**src/rtl/rr_arbiter_hold_if.sv**
```systemverilog
`default_nettype none
// ============================================================================
//  Module      : rr_arbiter_hold_if
//  Description : Request/hold/grant bundle between requesters (master side)
//                and the round-robin arbiter (slave side).
//  Revision    : 1.0 - initial release
// ============================================================================
interface rr_arbiter_hold_if #(
    parameter int N = 4
);
    localparam int IW = $clog2(N);

    logic [N-1:0]  req;
    logic [N-1:0]  hold;
    logic [N-1:0]  grant;
    logic [IW-1:0] grant_idx;
    logic          grant_valid;

    modport master (
        output req,
        output hold,
        input  grant,
        input  grant_idx,
        input  grant_valid
    );

    modport slave (
        input  req,
        input  hold,
        output grant,
        output grant_idx,
        output grant_valid
    );
endinterface
`default_nettype wire

```
**src/rtl/rr_arbiter_hold.sv**
```systemverilog
`default_nettype none
// ============================================================================
//  Module      : rr_arbiter_hold
//  Description : N-way round-robin arbiter with a registered one-hot grant and
//                a per-requester hold that lets the current owner keep the
//                grant for multi-beat transfers.
//                Optional macro RR_ARB_HOLD_TIMEOUT_EN bounds each tenure to
//                MAX_HOLD cycles; without it a holder may keep the grant
//                indefinitely.
//  Revision    : 1.0 - initial release
// ============================================================================
module rr_arbiter_hold #(
    parameter int N        = 4,
    parameter int MAX_HOLD = 16
) (
    input  wire logic          clk,
    input  wire logic          rst,
    rr_arbiter_hold_if.slave   bus
);
    localparam int IW = $clog2(N);

    logic [N-1:0]  r_grant;
    logic [IW-1:0] r_grant_idx;
    logic          r_grant_valid;
    logic [IW-1:0] r_ptr;

    logic          w_found;
    logic [IW-1:0] w_next_idx;
    logic [N-1:0]  w_onehot;
    logic          w_timeout;
    logic          w_keep;

    // (base + offs) mod N, valid for base < N and offs <= N
    function automatic logic [IW-1:0] f_wrap(input logic [IW-1:0] base, input int offs);
        int v_sum;
        v_sum = int'(base) + offs;
        if (v_sum >= N) begin
            v_sum = v_sum - N;
        end
        return v_sum[IW-1:0];
    endfunction

    // Search requests starting just after the last winner; the last winner
    // itself is visited last, so it has the lowest priority.
    always_comb begin
        w_found    = 1'b0;
        w_next_idx = '0;
        for (int k = 1; k <= N; k++) begin
            if (!w_found && bus.req[f_wrap(r_ptr, k)]) begin
                w_found    = 1'b1;
                w_next_idx = f_wrap(r_ptr, k);
            end
        end
    end

    assign w_onehot = {{(N-1){1'b0}}, 1'b1} << w_next_idx;

`ifdef RR_ARB_HOLD_TIMEOUT_EN
    localparam int HW = $clog2(MAX_HOLD + 1);

    logic [HW-1:0] r_hold_cnt;

    // The last permitted cycle of a tenure is when the counter reaches MAX_HOLD-1
    assign w_timeout = (r_hold_cnt == HW'(MAX_HOLD - 1));

    // Count cycles of the current tenure; restarts on every fresh grant
    always_ff @(posedge clk) begin
        if (rst) begin
            r_hold_cnt <= '0;
        end else if (w_keep) begin
            r_hold_cnt <= r_hold_cnt + 1'b1;
        end else if (w_found) begin
            r_hold_cnt <= '0;
        end
    end
`else
    // Tenure is unbounded in this build; MAX_HOLD only has a legality role
    assign w_timeout = (MAX_HOLD < 1) & 1'b0;
`endif

    // Holder keeps the grant only while still requesting and asking to hold
    assign w_keep = r_grant_valid & bus.req[r_grant_idx] & bus.hold[r_grant_idx] & ~w_timeout;

    // Grant, index, valid and pointer update together each cycle
    always_ff @(posedge clk) begin
        if (rst) begin
            r_grant       <= '0;
            r_grant_idx   <= '0;
            r_grant_valid <= 1'b0;
            r_ptr         <= IW'(N - 1);
        end else if (w_keep) begin
            r_grant       <= r_grant;
            r_grant_idx   <= r_grant_idx;
            r_grant_valid <= 1'b1;
        end else if (w_found) begin
            r_grant       <= w_onehot;
            r_grant_idx   <= w_next_idx;
            r_grant_valid <= 1'b1;
            r_ptr         <= w_next_idx;
        end else begin
            r_grant       <= '0;
            r_grant_idx   <= '0;
            r_grant_valid <= 1'b0;
        end
    end

    assign bus.grant       = r_grant;
    assign bus.grant_idx   = r_grant_idx;
    assign bus.grant_valid = r_grant_valid;

endmodule
`default_nettype wire

```
**src/flat_wrapper.sv**
```systemverilog
// flat-port wrapper written by rule: the top's interface ports become plain ports
module rr_arbiter_hold_flat 
#(
    parameter int N        = 4,
    parameter int MAX_HOLD = 16
)
  (clk, rst, bus_req, bus_hold, bus_grant, bus_grant_idx, bus_grant_valid);
  rr_arbiter_hold_if #(.N(N)) bus_i ();
  input  wire logic clk;
  input  wire logic rst;
  input wire logic [$bits(bus_i.req)-1:0] bus_req;
  input wire logic [$bits(bus_i.hold)-1:0] bus_hold;
  output wire logic [$bits(bus_i.grant)-1:0] bus_grant;
  output wire logic [$bits(bus_i.grant_idx)-1:0] bus_grant_idx;
  output wire logic [$bits(bus_i.grant_valid)-1:0] bus_grant_valid;
  assign bus_i.req = bus_req;
  assign bus_i.hold = bus_hold;
  assign bus_grant = bus_i.grant;
  assign bus_grant_idx = bus_i.grant_idx;
  assign bus_grant_valid = bus_i.grant_valid;
  rr_arbiter_hold #(.N(N), .MAX_HOLD(MAX_HOLD)) u_core (.clk(clk), .rst(rst), .bus(bus_i));
endmodule
```
**config.mk**
```make
export PLATFORM = sky130hd
export DESIGN_NAME = rr_arbiter_hold_flat
export DESIGN_NICKNAME = d
export VERILOG_FILES = /design/src/rtl/rr_arbiter_hold_if.sv /design/src/rtl/rr_arbiter_hold.sv /design/src/flat_wrapper.sv
export SDC_FILE = /design/constraint.sdc
export NUM_CORES = 1
export LEC_CHECK = 0
export BUFFER_PORTS_ARGS = -buffer_cell sky130_fd_sc_hd__buf_2
export CAP_MARGIN = 15
export CORE_AREA = 3 3 40 42
export CTS_CLUSTER_DIAMETER = 40
export DETAILED_ROUTE_END_ITERATION = 6
export DIE_AREA = 0 0 43 45
export SKIP_LAST_GASP = 1
export SYNTH_ARGS = -nofsm -noshare
export SYNTH_HDL_FRONTEND = slang
export SYNTH_SLANG_ARGS = --single-unit
export TNS_END_PERCENT = 10
```
**constraint.sdc**
```tcl
create_clock -name clk -period 1.6 [get_ports clk]
set_clock_uncertainty 0.05 [all_clocks]
set_input_delay 0.08 -clock clk [delete_from_list [all_inputs] [get_ports clk]]
set_output_delay 0.08 -clock clk [all_outputs]
set_load 0.01 [all_outputs]
```
==> flow_metrics.env <==
export IMPL_cts_tree="yes"
export IMPL_postCtsSetupBuffers=0
export IMPL_worst_path_max_delay_cell="dfxtp_1"
export IMPL_power_density_nw_per_um2=1010
export IMPL_clkLatencyLatePin_ns=0.26
export IMPL_synth_area_sq_um=518
export IMPL_htreeDepth=1
export IMPL_worstPathRequired_ns=1.69
export IMPL_std_cell_rows=13
export IMPL_ys_flop_type="dfxtp_1"
export IMPL_drt_first_pass_iters=4
export IMPL_rsz0062_at_grt="false"
export IMPL_gp_congestion=0.734
export IMPL_synth_top_area_frac=0.348
export IMPL_slowest_delay_ns=0.49
export IMPL_grt_pass1_vias=481
export IMPL_whs_ns=0.0879
export IMPL_synth_simple_area_share=0.225
export IMPL_wl_per_cell_um=11.4
export IMPL_crit_arrival_ns=1.55
export IMPL_slew_headroom=0.689
export IMPL_vdd_drop_max_v=0.000407
export IMPL_synth_cell_types=24
export IMPL_synth_area_leaders="dfxtp_1, o32ai_1, nand2_1"
export IMPL_path_max_fanout=8
export IMPL_cp_num_buf_inv=0
export IMPL_status="finished clean"
export IMPL_hold_violations=0
export IMPL_start_kind="flip-flop"
export IMPL_synth_top_family_by_area="compound AO/OA/AOI/OAI gates"
export IMPL_syn_to_final_growth_pct=21.5
export IMPL_critPathTopFamily="flip-flops"
export IMPL_dieArea_sq_um=1940
export IMPL_reg2regPathDepth=4
export IMPL_leakage_nw=0.273
export IMPL_diodes=0
export IMPL_drive_gt1_frac=0.313
export IMPL_tightest_slew_ns=0.460
export IMPL_finalCritPeriodShare=0.912
export IMPL_synth_seq_cells=9
export IMPL_cp_end_kind="flip-flop"
export IMPL_drt_total_wl_mm=1.09
export IMPL_start_util=0.403
export IMPL_synth_fp_nets=73
export IMPL_ant_nets=0
export IMPL_drtIter0Drc=5
export IMPL_yosysMostFrequentCell="dfxtp_1"
export IMPL_root_buffer="clkbuf_4"
export IMPL_io_pins=17
export IMPL_numCtsBuffers=3
export IMPL_critPathKind="reg -> reg"
export IMPL_path_depth=4
export IMPL_die_w_um=43
export IMPL_synth_common_cells="dfxtp_1, nand2_1, inv_1, nor2_1"
export IMPL_ys_seq_area_frac=0.348
export IMPL_setup_violations=0
export IMPL_cts_sinks=9
export IMPL_syn_inst=63
export IMPL_synthMuxAreaShare=0.0386
export IMPL_io_buffers=16
export IMPL_async_flop_share=0
export IMPL_maxCapViolCount=0
export IMPL_cts_resized=0
export IMPL_max_freq_mhz=686
export IMPL_yosysTopAreaCell="dfxtp_1"
export IMPL_grt_max_degree=13
export IMPL_gr_usage_all_layers=0.128
export IMPL_vias=500
export IMPL_ctsHoldBuffers=0
export IMPL_core_area_sq_um=1280
export IMPL_finalNetCount=91
export IMPL_worstHoldPathCells=2
export IMPL_fin_crit_ns=1.46
export IMPL_clkTransAtPathRegs_ns=0.06
export IMPL_avgViaCountPerCell=5.26
export IMPL_dp_hpwl_um=825
export IMPL_cp_cell_sequence="mux2i_1, o221ai_2, nand2b_1, nor3b_2"
export IMPL_antenna_found_initial=0
export IMPL_grt_pass1_wl_mm=1.87
export IMPL_hp_class="in -> reg"
export IMPL_fill_cells=134
export IMPL_yosys_area_share_adder=0
export IMPL_fp_dieH_um=45
export IMPL_synth_edf_count=0
export IMPL_ctsLongestPathBuffers=2
export IMPL_synth_compound_area_share=0.319
export IMPL_drc_errors=0
export IMPL_ys_warn_count=0
export IMPL_syn_avg_cell_area_sq_um=8.22
export IMPL_setup_tns_ns=0
export IMPL_synth_xor_area_frac=0
export IMPL_overflow=0
export IMPL_slew_viol_final=0
==> cell type report <==
type,instances,area (sq um),area share
inverters,6,22.5,0.0358
flip-flops and latches,9,180,0.286
clock buffers,4,26.3,0.0417
well taps,15,18.8,0.0298
multi-input cells,45,302,0.479
repair buffers,16,80.1,0.127
==> metrics by stage <==
step	worst slack, ns	power, W	area, sq um	cells	utilization
2_1_floorplan	0.257	0.000417	518	63	-
4_1_cts	0.140	0.000647	629	95	0.490
3_5_place_dp	0.153	0.000471	603	91	0.469
5_1_grt	0.0703	0.000684	629	95	0.490
6_report	0.141	0.000638	629	95	0.490
3_3_place_gp	0.198	0.000471	603	91	0.469
==> layout by cell type (no fill, tap or decap) <==
cell type and count:
a21bo_1 1, a21oi_1 4, a221oi_2 1, a31oi_1 1
buf_2 16, clkbuf_1 1, clkbuf_4 3, dfxtp_1 9
inv_1 6, mux2i_1 2, nand2_1 8, nand2b_1 2
nand3_1 4, nor2_1 6, nor2_2 1, nor2b_1 2
nor3b_2 1, o211ai_2 1, o211ai_4 1, o21ai_0 1
o21ai_1 2, o221ai_2 1, o22ai_1 1, o32ai_1 4
o41ai_1 1
==> where the power goes <==
group,total (W),switching [W],leakage [nW],internal (W)
logic,0.000179,0.0000970,0.184,0.0000816
registers,0.000288,0.0000344,0.0745,0.000253
clock network,0.000172,0.0000757,0.0150,0.0000959
==> logic make-up after synthesis <==
group / count (synthesis)
buf+inv: 9
mux: 2
compound gates: 19
simple gates: 24
flops: 9
==> sequential cells by signal (all words and copies together), names as in the netlist <==
register and flops:
u_core.bus.grant_valid 1, u_core.r_ptr 2, u_core.bus.grant 4, u_core.bus.grant_idx 2
==> layer usage <==
layer,up-vias,global-route usage,part of all wire
met5,-,0,0
met3,4,0.0438,0.075
li1,262,-,-
met2,18,0.183,0.42
met4,0,0.0904,0.017
met1,216,0.161,0.48
==> path summary, 6_finish.rpt <==
| check | start | to | slack (ns) |
|---|---|---|---|
| min | rst | u_core.bus.grant_idx[1] | 0.09 |
| max reg2reg | u_core.r_ptr[1] | u_core.bus.grant_idx[0] | 0.14 |
| max | u_core.r_ptr[1] | u_core.bus.grant_idx[0] | 0.14 |
| min reg2reg | u_core.bus.grant[2] | u_core.bus.grant[2] | 0.43 |
==> worst register-to-register path, cell delays in order, from the launching register on <==
cell	delay, ns
dfxtp_1	0.49
mux2i_1	0.27
o221ai_2	0.16
nand2b_1	0.20
nor3b_2	0.17
Power figures use the tool's default switching activity.
